===== config.mk =====
export PLATFORM = sky130hd
export DESIGN_NAME = id_stage_fwd
export DESIGN_NICKNAME = d
export VERILOG_FILES = /design/src/rtl/id_stage_fwd_pkg.sv /design/src/rtl/id_operand_sel.sv /design/src/rtl/reg_file.sv /design/src/rtl/id_stage_fwd.sv
export SDC_FILE = /design/constraint.sdc
export NUM_CORES = 2
export LEC_CHECK = 0
export BUFFER_PORTS_ARGS = -buffer_cell sky130_fd_sc_hd__buf_4
export CELL_PAD_IN_SITES_DETAIL_PLACEMENT = 1
export CELL_PAD_IN_SITES_GLOBAL_PLACEMENT = 1
export CORE_MARGIN = 1.5
export CORE_UTILIZATION = 40
export DETAILED_ROUTE_END_ITERATION = 10
export PLACE_DENSITY = 0.68
export REMOVE_ABC_BUFFERS = 1
export SETUP_SLACK_MARGIN = 0.5
export SYNTH_ARGS = -nofsm -noshare
export SYNTH_HDL_FRONTEND = slang
export SYNTH_SLANG_ARGS = --single-unit

===== constraint.sdc =====
create_clock -name clk -period 19.3 [get_ports clk]
set_input_delay 4.825 -clock clk [delete_from_list [all_inputs] [get_ports clk]]
set_output_delay 4.825 -clock clk [all_outputs]
set_load 0.1 [all_outputs]

===== src/rtl/id_stage_fwd_pkg.sv =====
// Shared decode constants, ALU op encoding and the instruction decoder for the ID stage.
package id_stage_fwd_pkg;

    localparam int unsigned XLEN_DEFAULT    = 32;
    localparam int unsigned NUM_FWD_DEFAULT = 3;
    localparam int unsigned RF_AW_DEFAULT   = 5;

    // Primary opcodes
    localparam logic [5:0] OP_SPECIAL = 6'h00;
    localparam logic [5:0] OP_JAL     = 6'h03;
    localparam logic [5:0] OP_BEQ     = 6'h04;
    localparam logic [5:0] OP_BNE     = 6'h05;
    localparam logic [5:0] OP_ADDIU   = 6'h09;
    localparam logic [5:0] OP_LUI     = 6'h0F;
    localparam logic [5:0] OP_LW      = 6'h23;
    localparam logic [5:0] OP_SW      = 6'h2B;

    // SPECIAL function codes
    localparam logic [5:0] FN_SLL  = 6'h00;
    localparam logic [5:0] FN_SRL  = 6'h02;
    localparam logic [5:0] FN_SRA  = 6'h03;
    localparam logic [5:0] FN_JR   = 6'h08;
    localparam logic [5:0] FN_ADDU = 6'h21;
    localparam logic [5:0] FN_SUBU = 6'h23;
    localparam logic [5:0] FN_AND  = 6'h24;
    localparam logic [5:0] FN_OR   = 6'h25;
    localparam logic [5:0] FN_XOR  = 6'h26;
    localparam logic [5:0] FN_NOR  = 6'h27;
    localparam logic [5:0] FN_SLT  = 6'h2A;
    localparam logic [5:0] FN_SLTU = 6'h2B;

    typedef enum logic [3:0] {
        AluAdd  = 4'd0,
        AluSub  = 4'd1,
        AluSlt  = 4'd2,
        AluSltu = 4'd3,
        AluAnd  = 4'd4,
        AluOr   = 4'd5,
        AluXor  = 4'd6,
        AluNor  = 4'd7,
        AluSll  = 4'd8,
        AluSrl  = 4'd9,
        AluSra  = 4'd10,
        AluLui  = 4'd11
    } alu_op_e;

    typedef enum logic [1:0] {
        DestRd = 2'd0,
        DestRt = 2'd1,
        Dest31 = 2'd2
    } dest_sel_e;

    typedef struct packed {
        alu_op_e   alu_op;
        logic      rs_en;
        logic      rt_en;
        logic      src1_sa;
        logic      src1_pc;
        logic      src2_imm;
        logic      src2_four;
        dest_sel_e dest_sel;
        logic      rf_we;
        logic      mem_we;
        logic      mem_re;
        logic      is_beq;
        logic      is_bne;
        logic      is_jal;
        logic      is_jr;
        logic      ri;
    } dec_t;

    // Pure instruction decode; source enables gate hazard detection so unused fields never stall.
    function automatic dec_t decode(input logic [31:0] inst);
        dec_t d;
        d.alu_op    = AluAdd;
        d.rs_en     = 1'b0;
        d.rt_en     = 1'b0;
        d.src1_sa   = 1'b0;
        d.src1_pc   = 1'b0;
        d.src2_imm  = 1'b0;
        d.src2_four = 1'b0;
        d.dest_sel  = DestRd;
        d.rf_we     = 1'b0;
        d.mem_we    = 1'b0;
        d.mem_re    = 1'b0;
        d.is_beq    = 1'b0;
        d.is_bne    = 1'b0;
        d.is_jal    = 1'b0;
        d.is_jr     = 1'b0;
        d.ri        = 1'b0;
        case (inst[31:26])
            OP_SPECIAL: begin
                d.rs_en = 1'b1;
                d.rt_en = 1'b1;
                d.rf_we = 1'b1;
                case (inst[5:0])
                    FN_ADDU: d.alu_op = AluAdd;
                    FN_SUBU: d.alu_op = AluSub;
                    FN_SLT:  d.alu_op = AluSlt;
                    FN_SLTU: d.alu_op = AluSltu;
                    FN_AND:  d.alu_op = AluAnd;
                    FN_OR:   d.alu_op = AluOr;
                    FN_XOR:  d.alu_op = AluXor;
                    FN_NOR:  d.alu_op = AluNor;
                    FN_SLL: begin
                        d.alu_op  = AluSll;
                        d.rs_en   = 1'b0;
                        d.src1_sa = 1'b1;
                    end
                    FN_SRL: begin
                        d.alu_op  = AluSrl;
                        d.rs_en   = 1'b0;
                        d.src1_sa = 1'b1;
                    end
                    FN_SRA: begin
                        d.alu_op  = AluSra;
                        d.rs_en   = 1'b0;
                        d.src1_sa = 1'b1;
                    end
                    FN_JR: begin
                        d.rt_en = 1'b0;
                        d.rf_we = 1'b0;
                        d.is_jr = 1'b1;
                    end
                    default: begin
                        d.rs_en = 1'b0;
                        d.rt_en = 1'b0;
                        d.rf_we = 1'b0;
                        d.ri    = 1'b1;
                    end
                endcase
            end
            OP_ADDIU: begin
                d.rs_en    = 1'b1;
                d.src2_imm = 1'b1;
                d.dest_sel = DestRt;
                d.rf_we    = 1'b1;
            end
            OP_LUI: begin
                d.alu_op   = AluLui;
                d.src2_imm = 1'b1;
                d.dest_sel = DestRt;
                d.rf_we    = 1'b1;
            end
            OP_LW: begin
                d.rs_en    = 1'b1;
                d.src2_imm = 1'b1;
                d.dest_sel = DestRt;
                d.rf_we    = 1'b1;
                d.mem_re   = 1'b1;
            end
            OP_SW: begin
                d.rs_en    = 1'b1;
                d.rt_en    = 1'b1;
                d.src2_imm = 1'b1;
                d.mem_we   = 1'b1;
            end
            OP_BEQ: begin
                d.alu_op = AluSub;
                d.rs_en  = 1'b1;
                d.rt_en  = 1'b1;
                d.is_beq = 1'b1;
            end
            OP_BNE: begin
                d.alu_op = AluSub;
                d.rs_en  = 1'b1;
                d.rt_en  = 1'b1;
                d.is_bne = 1'b1;
            end
            OP_JAL: begin
                d.src1_pc   = 1'b1;
                d.src2_four = 1'b1;
                d.dest_sel  = Dest31;
                d.rf_we     = 1'b1;
                d.is_jal    = 1'b1;
            end
            default: d.ri = 1'b1;
        endcase
        return d;
    endfunction

endpackage


===== src/rtl/id_operand_sel.sv =====
// Priority operand mux for one source: r0, forwarding channels (lowest index wins), WB, RF.
module id_operand_sel #(
    parameter int unsigned XLEN    = 32,
    parameter int unsigned NUM_FWD = 3,
    parameter int unsigned RF_AW   = 5
) (
    input  logic                     en_i,
    input  logic [RF_AW-1:0]         addr_i,
    input  logic [XLEN-1:0]          rf_data_i,
    input  logic [NUM_FWD-1:0]       fwd_valid_i,
    input  logic [NUM_FWD-1:0]       fwd_we_i,
    input  logic [NUM_FWD-1:0]       fwd_pending_i,
    input  logic [NUM_FWD*RF_AW-1:0] fwd_addr_i,
    input  logic [NUM_FWD*XLEN-1:0]  fwd_data_i,
    input  logic                     wb_we_i,
    input  logic [RF_AW-1:0]         wb_addr_i,
    input  logic [XLEN-1:0]          wb_data_i,
    output logic [XLEN-1:0]          data_o,
    output logic                     pending_o
);

    logic pend;

    // Walk oldest to youngest so the youngest match overrides, including its pending flag.
    always_comb begin
        data_o = rf_data_i;
        pend   = 1'b0;
        if (wb_we_i && (wb_addr_i == addr_i)) begin
            data_o = wb_data_i;
        end
        for (int i = int'(NUM_FWD) - 1; i >= 0; i--) begin
            if (fwd_valid_i[i] && fwd_we_i[i] && (fwd_addr_i[i*RF_AW +: RF_AW] == addr_i)) begin
                data_o = fwd_data_i[i*XLEN +: XLEN];
                pend   = fwd_pending_i[i];
            end
        end
        if (addr_i == '0) begin
            data_o = '0;
            pend   = 1'b0;
        end
    end

    assign pending_o = en_i & pend;

endmodule


===== src/rtl/reg_file.sv =====
// Two-read, one-write register file; register 0 reads as zero and ignores writes.
module reg_file #(
    parameter int unsigned XLEN  = 32,
    parameter int unsigned RF_AW = 5
) (
    input  logic             clk_i,
    input  logic             we_i,
    input  logic [RF_AW-1:0] waddr_i,
    input  logic [XLEN-1:0]  wdata_i,
    input  logic [RF_AW-1:0] raddr1_i,
    output logic [XLEN-1:0]  rdata1_o,
    input  logic [RF_AW-1:0] raddr2_i,
    output logic [XLEN-1:0]  rdata2_o
);

    logic [XLEN-1:0] mem_q [2**RF_AW];

    // Synchronous write port
    always_ff @(posedge clk_i) begin
        if (we_i && (waddr_i != '0)) begin
            mem_q[waddr_i] <= wdata_i;
        end
    end

    assign rdata1_o = (raddr1_i == '0) ? '0 : mem_q[raddr1_i];
    assign rdata2_o = (raddr2_i == '0) ? '0 : mem_q[raddr2_i];

endmodule


===== src/rtl/id_stage_fwd.sv =====
// Decode stage: IF/ID pipe register, decode, forwarded operand resolution, load-use stall and
// one-shot branch redirect.
module id_stage_fwd
    import id_stage_fwd_pkg::*;
#(
    parameter int unsigned XLEN    = XLEN_DEFAULT,
    parameter int unsigned NUM_FWD = NUM_FWD_DEFAULT,
    parameter int unsigned RF_AW   = RF_AW_DEFAULT
) (
    input  logic                     clk,
    input  logic                     reset,
    input  logic                     if_valid,
    input  logic [XLEN-1:0]          if_pc_plus4,
    input  logic [31:0]              if_inst,
    output logic                     id_allow_in,
    input  logic                     flush,
    input  logic                     exe_allow_in,
    output logic                     id_to_exe_valid,
    output logic [3:0]               id_alu_op,
    output logic [XLEN-1:0]          id_src1,
    output logic [XLEN-1:0]          id_src2,
    output logic [XLEN-1:0]          id_store_data,
    output logic [RF_AW-1:0]         id_dest,
    output logic                     id_rf_we,
    output logic                     id_mem_we,
    output logic                     id_mem_re,
    output logic                     id_ri,
    input  logic [NUM_FWD-1:0]       fwd_valid,
    input  logic [NUM_FWD-1:0]       fwd_we,
    input  logic [NUM_FWD-1:0]       fwd_pending,
    input  logic [NUM_FWD*RF_AW-1:0] fwd_addr,
    input  logic [NUM_FWD*XLEN-1:0]  fwd_data,
    input  logic                     wb_we,
    input  logic [RF_AW-1:0]         wb_addr,
    input  logic [XLEN-1:0]          wb_data,
    output logic                     br_taken,
    output logic [XLEN-1:0]          br_target
);

    logic            valid_q, valid_d;
    logic            br_fired_q, br_fired_d;
    logic [XLEN-1:0] pc4_q;
    logic [31:0]     inst_q;

    dec_t             dec;
    logic [RF_AW-1:0] rs_addr, rt_addr, rd_addr;
    logic [4:0]       sa;
    logic [XLEN-1:0]  imm_sext;
    logic [XLEN-1:0]  rf_rs, rf_rt, rs_val, rt_val;
    logic             rs_pend, rt_pend;
    logic             hazard, ready_go, load, taken;

    assign dec      = decode(inst_q);
    assign rs_addr  = RF_AW'(inst_q[25:21]);
    assign rt_addr  = RF_AW'(inst_q[20:16]);
    assign rd_addr  = RF_AW'(inst_q[15:11]);
    assign sa       = inst_q[10:6];
    assign imm_sext = {{(XLEN-16){inst_q[15]}}, inst_q[15:0]};

    reg_file #(
        .XLEN  (XLEN),
        .RF_AW (RF_AW)
    ) u_rf (
        .clk_i    (clk),
        .we_i     (wb_we),
        .waddr_i  (wb_addr),
        .wdata_i  (wb_data),
        .raddr1_i (rs_addr),
        .rdata1_o (rf_rs),
        .raddr2_i (rt_addr),
        .rdata2_o (rf_rt)
    );

    id_operand_sel #(
        .XLEN    (XLEN),
        .NUM_FWD (NUM_FWD),
        .RF_AW   (RF_AW)
    ) u_sel_rs (
        .en_i          (dec.rs_en),
        .addr_i        (rs_addr),
        .rf_data_i     (rf_rs),
        .fwd_valid_i   (fwd_valid),
        .fwd_we_i      (fwd_we),
        .fwd_pending_i (fwd_pending),
        .fwd_addr_i    (fwd_addr),
        .fwd_data_i    (fwd_data),
        .wb_we_i       (wb_we),
        .wb_addr_i     (wb_addr),
        .wb_data_i     (wb_data),
        .data_o        (rs_val),
        .pending_o     (rs_pend)
    );

    id_operand_sel #(
        .XLEN    (XLEN),
        .NUM_FWD (NUM_FWD),
        .RF_AW   (RF_AW)
    ) u_sel_rt (
        .en_i          (dec.rt_en),
        .addr_i        (rt_addr),
        .rf_data_i     (rf_rt),
        .fwd_valid_i   (fwd_valid),
        .fwd_we_i      (fwd_we),
        .fwd_pending_i (fwd_pending),
        .fwd_addr_i    (fwd_addr),
        .fwd_data_i    (fwd_data),
        .wb_we_i       (wb_we),
        .wb_addr_i     (wb_addr),
        .wb_data_i     (wb_data),
        .data_o        (rt_val),
        .pending_o     (rt_pend)
    );

    assign hazard      = valid_q & (rs_pend | rt_pend);
    assign ready_go    = ~hazard;
    assign id_allow_in = ~valid_q | (ready_go & exe_allow_in);
    assign load        = if_valid & id_allow_in & ~flush;

    // Handshake next state: flush beats loading; a fresh instruction re-arms the redirect.
    always_comb begin
        valid_d = valid_q;
        if (id_allow_in) begin
            valid_d = if_valid;
        end
        if (flush) begin
            valid_d = 1'b0;
        end
        br_fired_d = br_fired_q | br_taken;
        if (load) begin
            br_fired_d = 1'b0;
        end
    end

    // Control state with synchronous reset
    always_ff @(posedge clk) begin
        if (reset) begin
            valid_q    <= 1'b0;
            br_fired_q <= 1'b0;
        end else begin
            valid_q    <= valid_d;
            br_fired_q <= br_fired_d;
        end
    end

    // Pipe register payload; content is meaningless while valid_q is low
    always_ff @(posedge clk) begin
        if (load) begin
            pc4_q  <= if_pc_plus4;
            inst_q <= if_inst;
        end
    end

    // Branch resolution and target selection on resolved operands
    always_comb begin
        taken = (dec.is_beq && (rs_val == rt_val)) || (dec.is_bne && (rs_val != rt_val)) ||
                dec.is_jal || dec.is_jr;
        if (dec.is_jr) begin
            br_target = rs_val;
        end else if (dec.is_jal) begin
            br_target = {pc4_q[XLEN-1:28], inst_q[25:0], 2'b00};
        end else begin
            br_target = pc4_q + {imm_sext[XLEN-3:0], 2'b00};
        end
    end

    // Operand and destination selection for EXE
    always_comb begin
        if (dec.src1_sa) begin
            id_src1 = {{(XLEN-5){1'b0}}, sa};
        end else if (dec.src1_pc) begin
            id_src1 = pc4_q;
        end else begin
            id_src1 = rs_val;
        end
        if (dec.src2_imm) begin
            id_src2 = imm_sext;
        end else if (dec.src2_four) begin
            id_src2 = XLEN'(32'd4);
        end else begin
            id_src2 = rt_val;
        end
        unique case (dec.dest_sel)
            DestRd:  id_dest = rd_addr;
            DestRt:  id_dest = rt_addr;
            default: id_dest = RF_AW'(5'd31);
        endcase
    end

    assign id_alu_op       = dec.alu_op;
    assign id_store_data   = rt_val;
    assign id_to_exe_valid = valid_q & ready_go & ~flush;
    assign id_rf_we        = valid_q & dec.rf_we;
    assign id_mem_we       = valid_q & dec.mem_we;
    assign id_mem_re       = valid_q & dec.mem_re;
    assign id_ri           = valid_q & dec.ri;
    assign br_taken        = valid_q & ready_go & ~br_fired_q & ~flush & taken;

endmodule


==> flow_summary.html <==
<table>
<tr><th>Metric</th><th>Value</th></tr>
<tr><th colspan="2">Floorplanning</th></tr>
<tr><td>FP Rows</td><td>136</td></tr>
<tr><td>Horizontal die dimension</td><td>375.9 um</td></tr>
<tr><td>Core Region</td><td>0.1377 mm^2</td></tr>
<tr><td>DIE HEIGHT</td><td>between 300 and 400 um</td></tr>
<tr><td>IO Count</td><td>around 370</td></tr>
<tr><td>Die footprint</td><td>~0.14 mm^2</td></tr>
<tr><td>Starting utilization of the core area</td><td>0.4041</td></tr>
<tr><th colspan="2">CTS</th></tr>
<tr><td>Clock buffers created by TritonCTS</td><td>119</td></tr>
<tr><td>Clock edge transition at the registers on the reported setup and hold paths</td><td>around 60 ps</td></tr>
<tr><td>Sink Count</td><td>1100</td></tr>
<tr><td>Clock Tree Buf Depth</td><td>3</td></tr>
<tr><td>Insertion delay of the later-clocked pin in the worst-skew pair</td><td>between 700 and 800 ps</td></tr>
<tr><td>H-Tree Depth</td><td>3</td></tr>
<tr><td>Clock tree root driver cell</td><td>clkbuf_16</td></tr>
<tr><td>TritonCTS clock tree</td><td>built</td></tr>
<tr><td>Post-cts repair resize count</td><td>0</td></tr>
<tr><td>Number of buffers inserted by post-CTS setup repair</td><td>0</td></tr>
<tr><td># hold bufs at CTS</td><td>0</td></tr>
<tr><th colspan="2">Hold path</th></tr>
<tr><td>Hold path startpoint</td><td>br_fired_q</td></tr>
<tr><td>Path category of the worst min-delay check</td><td>flip-flop to flip-flop</td></tr>
<tr><td>Capture endpoint of the worst hold path</td><td>br_fired_q</td></tr>
<tr><td>Hold path depth</td><td>2</td></tr>
<tr><th colspan="2">Power</th></tr>
<tr><td>Pleak</td><td>21.35 nW</td></tr>
<tr><td>Maximum vdd drop</td><td>0.08401 mV</td></tr>
<tr><td>Fraction of power spent switching nets</td><td>0.3125</td></tr>
<tr><td>Relative contribution of the clock network to total power</td><td>0.360</td></tr>
<tr><td>Total power density per cell area</td><td>between 90 and 100 mW/mm^2</td></tr>
<tr><td>Internal</td><td>roughly 4.3 mW</td></tr>
<tr><td>Net switching power</td><td>1.964 mW</td></tr>
<tr><td>Fraction of power consumed by combinational cells</td><td>0.207</td></tr>
<tr><td>Proportion of power drawn by flip-flops and latches</td><td>0.433</td></tr>
<tr><th colspan="2">Synthesis</th></tr>
<tr><td>Fraction of synthesis flops using an asynchronous set or reset pin</td><td>0</td></tr>
<tr><td>Synthesized area divided by synthesized cell count</td><td>17.07 um^2</td></tr>
<tr><td>Post-Synthesis Cells</td><td>3259</td></tr>
<tr><td>Total standard cell area after synthesis</td><td>approximately 0.056 mm^2</td></tr>
<tr><td>Count of cell types in the netlist</td><td>85</td></tr>
<tr><td>Register area share after synthesis</td><td>0.5917</td></tr>
<tr><td>Cells taking the most area after synthesis</td><td>edfxtp_1 59%, mux4_2 22%, nand2_1 1.5%, nor2_1 1.4%, mux2i_1 1.4%</td></tr>
<tr><td>Synthesis warning total</td><td>0</td></tr>
<tr><td>Total of flip-flops plus latches after synthesis</td><td>between 1000 and 1500</td></tr>
<tr><td>Number of synthesized flops with an enable pin</td><td>~1100</td></tr>
<tr><td>Area fraction of the dominant cell type after synthesis</td><td>0.5874</td></tr>
<tr><td>Most used flip-flop cell after synthesis</td><td>edfxtp_1</td></tr>
<tr><td>Area leader, netlist</td><td>edfxtp_1</td></tr>
<tr><th colspan="2">Finish</th></tr>
<tr><td>Synth-to-Final Area Change</td><td>15.39%</td></tr>
<tr><td>Most frequent cells in the layout</td><td>1088 x edfxtp_1, 539 x mux4_2, 467 x buf_4</td></tr>
<tr><td>Count of nets after finishing</td><td>between 3000 and 4000</td></tr>
<tr><td>Ratio of cells with drive above 1 in the final layout</td><td>0.3505</td></tr>
<tr><td>Post-layout instance count excluding filler cells</td><td>~5500</td></tr>
<tr><td>Most common library cell in the layout ignoring fill and taps</td><td>edfxtp_1</td></tr>
<tr><td>Area of all placed cells without fillers</td><td>0.06419 mm^2</td></tr>
<tr><th colspan="2">Critical path</th></tr>
<tr><td>Setup CP Type</td><td>primary input to primary output</td></tr>
<tr><td>Largest fanout on the critical path</td><td>36</td></tr>
<tr><td>Sort of element at the end of the critical path</td><td>primary output</td></tr>
<tr><td>Sort of element at the start of the critical path</td><td>primary input</td></tr>
<tr><td>Worst Reg-to-Reg Cells</td><td>14</td></tr>
<tr><td>Arrival @ worst endpoint</td><td>between 10000 and 15000 ps</td></tr>
<tr><td>R2r endpoint</td><td>br_fired_q</td></tr>
<tr><td>Internal reg-to-reg setup slack</td><td>12240 ps</td></tr>
<tr><td>Required time of the worst setup path</td><td>14480 ps</td></tr>
<tr><th colspan="2">Drt</th></tr>
<tr><td>Detailed-route wire length per cell</td><td>41.57 um</td></tr>
<tr><td>Number of nets still failing antenna checks after routing</td><td>0</td></tr>
<tr><td>Vias per std cell</td><td>6.938</td></tr>
<tr><td>Detailed-route DRC error count</td><td>0</td></tr>
<tr><td>Overall routed net length</td><td>229900 um</td></tr>
<tr><td>DR pass1 iterations</td><td>6</td></tr>
<tr><td>Starting DRT DRC Count</td><td>5855</td></tr>
<tr><td>Via total after detailed routing</td><td>38362</td></tr>
<tr><th colspan="2">Timing</th></tr>
<tr><td>Setup-failing EPs final</td><td>0</td></tr>
<tr><td>Worst max-slew margin expressed relative to the limit</td><td>0.1531</td></tr>
<tr><td>Fmax achieved</td><td>64.94 MHz</td></tr>
<tr><td>Final worst-path cycle share</td><td>0.7979</td></tr>
<tr><td>Transition at the pin with the smallest max-transition slack</td><td>1267 ps</td></tr>
<tr><td>Period minus WS final</td><td>between 15000 and 20000 ps</td></tr>
<tr><td>Final worst slack</td><td>roughly 3900 ps</td></tr>
<tr><td>Final number of max-transition violations</td><td>0</td></tr>
<tr><td>RSZ-0062 raised after global routing</td><td>false</td></tr>
<tr><td>Worst clock skew on the final layout</td><td>39.80 ps</td></tr>
<tr><td>Total count of hold-check failures in the final report</td><td>0</td></tr>
<tr><th colspan="2">Status</th></tr>
<tr><td>Outcome</td><td>complete, no violations</td></tr>
<tr><th colspan="2">GRT</th></tr>
<tr><td>Vias in the first global route</td><td>37601</td></tr>
<tr><td>Overflow left after global routing</td><td>0</td></tr>
<tr><td>Initial antenna violation count</td><td>14</td></tr>
<tr><td>Pin count of the biggest net entering global routing</td><td>117</td></tr>
<tr><td>Combined global-route utilization of all metal layers</td><td>0.3225</td></tr>
<tr><td>First-pass GRT wire length</td><td>311700 um</td></tr>
<tr><th colspan="2">Place</th></tr>
<tr><td>Post-Place Worst Slack</td><td>4138 ps</td></tr>
<tr><td>Number of placed instances with taps included</td><td>5298</td></tr>
<tr><td>DPL Wire Length</td><td>146200 um</td></tr>
<tr><td># port buffers</td><td>370</td></tr>
<tr><td>Area post-placement</td><td>0.06038 mm^2</td></tr>
<tr><td>Placer's final routability congestion estimate</td><td>about 0.94</td></tr>
<tr><th colspan="2">Run</th></tr>
<tr><td>Number of max-cap violations</td><td>0</td></tr>
</table>
## metal layers
| layer | wire length, um | part of all wire | GRT usage | up-vias |
|---|---|---|---|---|
| li1 | - | - | - | 14425 |
| met1 | 84930 | 0.37 | 0.4333 | 20256 |
| met2 | 99590 | 0.43 | 0.4671 | 3099 |
| met3 | 33360 | 0.15 | 0.1202 | 572 |
| met4 | 11920 | 0.052 | 0.1430 | 10 |
| met5 | 60 | 0.00026 | 0 | - |
## power groups by stage
stage / logic (mW) / registers [mW] / clock network, mW
finish: 1.30 / 2.72 / 2.26
global route: 1.33 / 2.72 / 2.36
CTS: 1.28 / 2.72 / 2.28
detailed placement: 1.28 / 2.77 / 0
global placement: 1.27 / 2.76 / 0
floorplan: 0.886 / 2.79 / 0
## kinds of logic (layout without fill, tap and decap cells)
kind of cell	after synthesis	count (layout)	share of synthesized area
other	1	41	0.00006742
xor gates and xnor gates	94	94	0.01480
and+or+nand+nor	596	596	0.04852
adders and majority gates	30	30	0.006883
muxes	635	635	0.2381
buffers and inverters	278	714	0.02969
DFF	1100	1100	0.5917
AOI/OAI and AO/OA	525	525	0.07025
## state kept, by name (all words and copies together), names as in the netlist, named ones only
| register | count |
|---|---|
| pc4_q | 32 |
| inst_q | 32 |
| u_rf.mem_q | 1024 |
| br_fired_q | 1 |
| valid_q | 1 |
## critical path: stages
cell and delay, ps:
buf_4 120, xnor2_1 120, nand4_1 150, or2_2 120
buf_4 520, nand3b_2 600, buf_4 460, nor4_1 420
o31ai_2 180, xor2_1 310, nand4_1 380, or4_4 680
nor4_2 830, mux2i_1 250, a21oi_1 200, buf_4 320
## Yosys cell counts, types with 7 or more instances
master and count:
mux2i_1 77, o211ai_1 16, clkbuf_1 103, buf_2 70, xnor2_1 42, o221ai_1 52, o21bai_1 8, o21ai_0 51
buf_12 11, and2_1 9, ha_1 29, o31ai_1 13, o31ai_2 13, a31oi_1 8, a22o_1 34, nor2b_1 17
nor2_1 207, nand2_1 217, dfxtp_1 12, buf_6 25, nor3_1 31, nand2b_1 10, o22ai_1 11, nand3_1 18
edfxtp_1 1088, nand4_1 12, a31o_2 20, a211oi_1 20, nor4_1 20, a22oi_1 75, a21oi_1 92, and3_1 17
mux4_2 539, xor2_1 52, buf_4 23, a221oi_1 30, mux2_2 11, inv_1 20, a21o_1 11, o21a_1 9
o21ai_1 7, a221o_1 23, buf_1 19, mux4_1 8
## through the flow
step           hold WS (ps)  setup TNS, ps  total power [mW]  utilization
2_1_floorplan         459.0          -8064             3.679            -
3_3_place_gp          473.0              0             4.038       0.4386
3_5_place_dp          497.9              0             4.045       0.4386
4_1_cts               508.3              0             6.282       0.4661
5_1_grt               546.5              0             6.418       0.4661
6_report              506.0              0             6.284       0.4663
## cell type report
class / instances / area, um^2
tap: 1794 / 2245
antenna: 9 / 22.52
clock inverter: 79 / 651.9
multi-input combinational: 1912 / 21530
timing repair buffer: 471 / 3586
fill: 13099 / 73480
inverter: 21 / 78.83
clock buffer: 143 / 3132
sequential: 1100 / 32940
## worst max path at each step
stage / start / end / slack, ps / cells after the start
final: fwd_addr[9] / br_taken / 3900 / 16
after global routing: fwd_addr[9] / br_taken / 3980 / 16
after CTS: fwd_addr[9] / br_taken / 4120 / 16
after detailed placement: fwd_addr[9] / br_taken / 4140 / 16
after global placement: fwd_addr[9] / br_taken / 4240 / 16
after floorplan: flip-flop / br_taken / -2220 / 11
No activity file was read; power rests on OpenSTA's default activity.
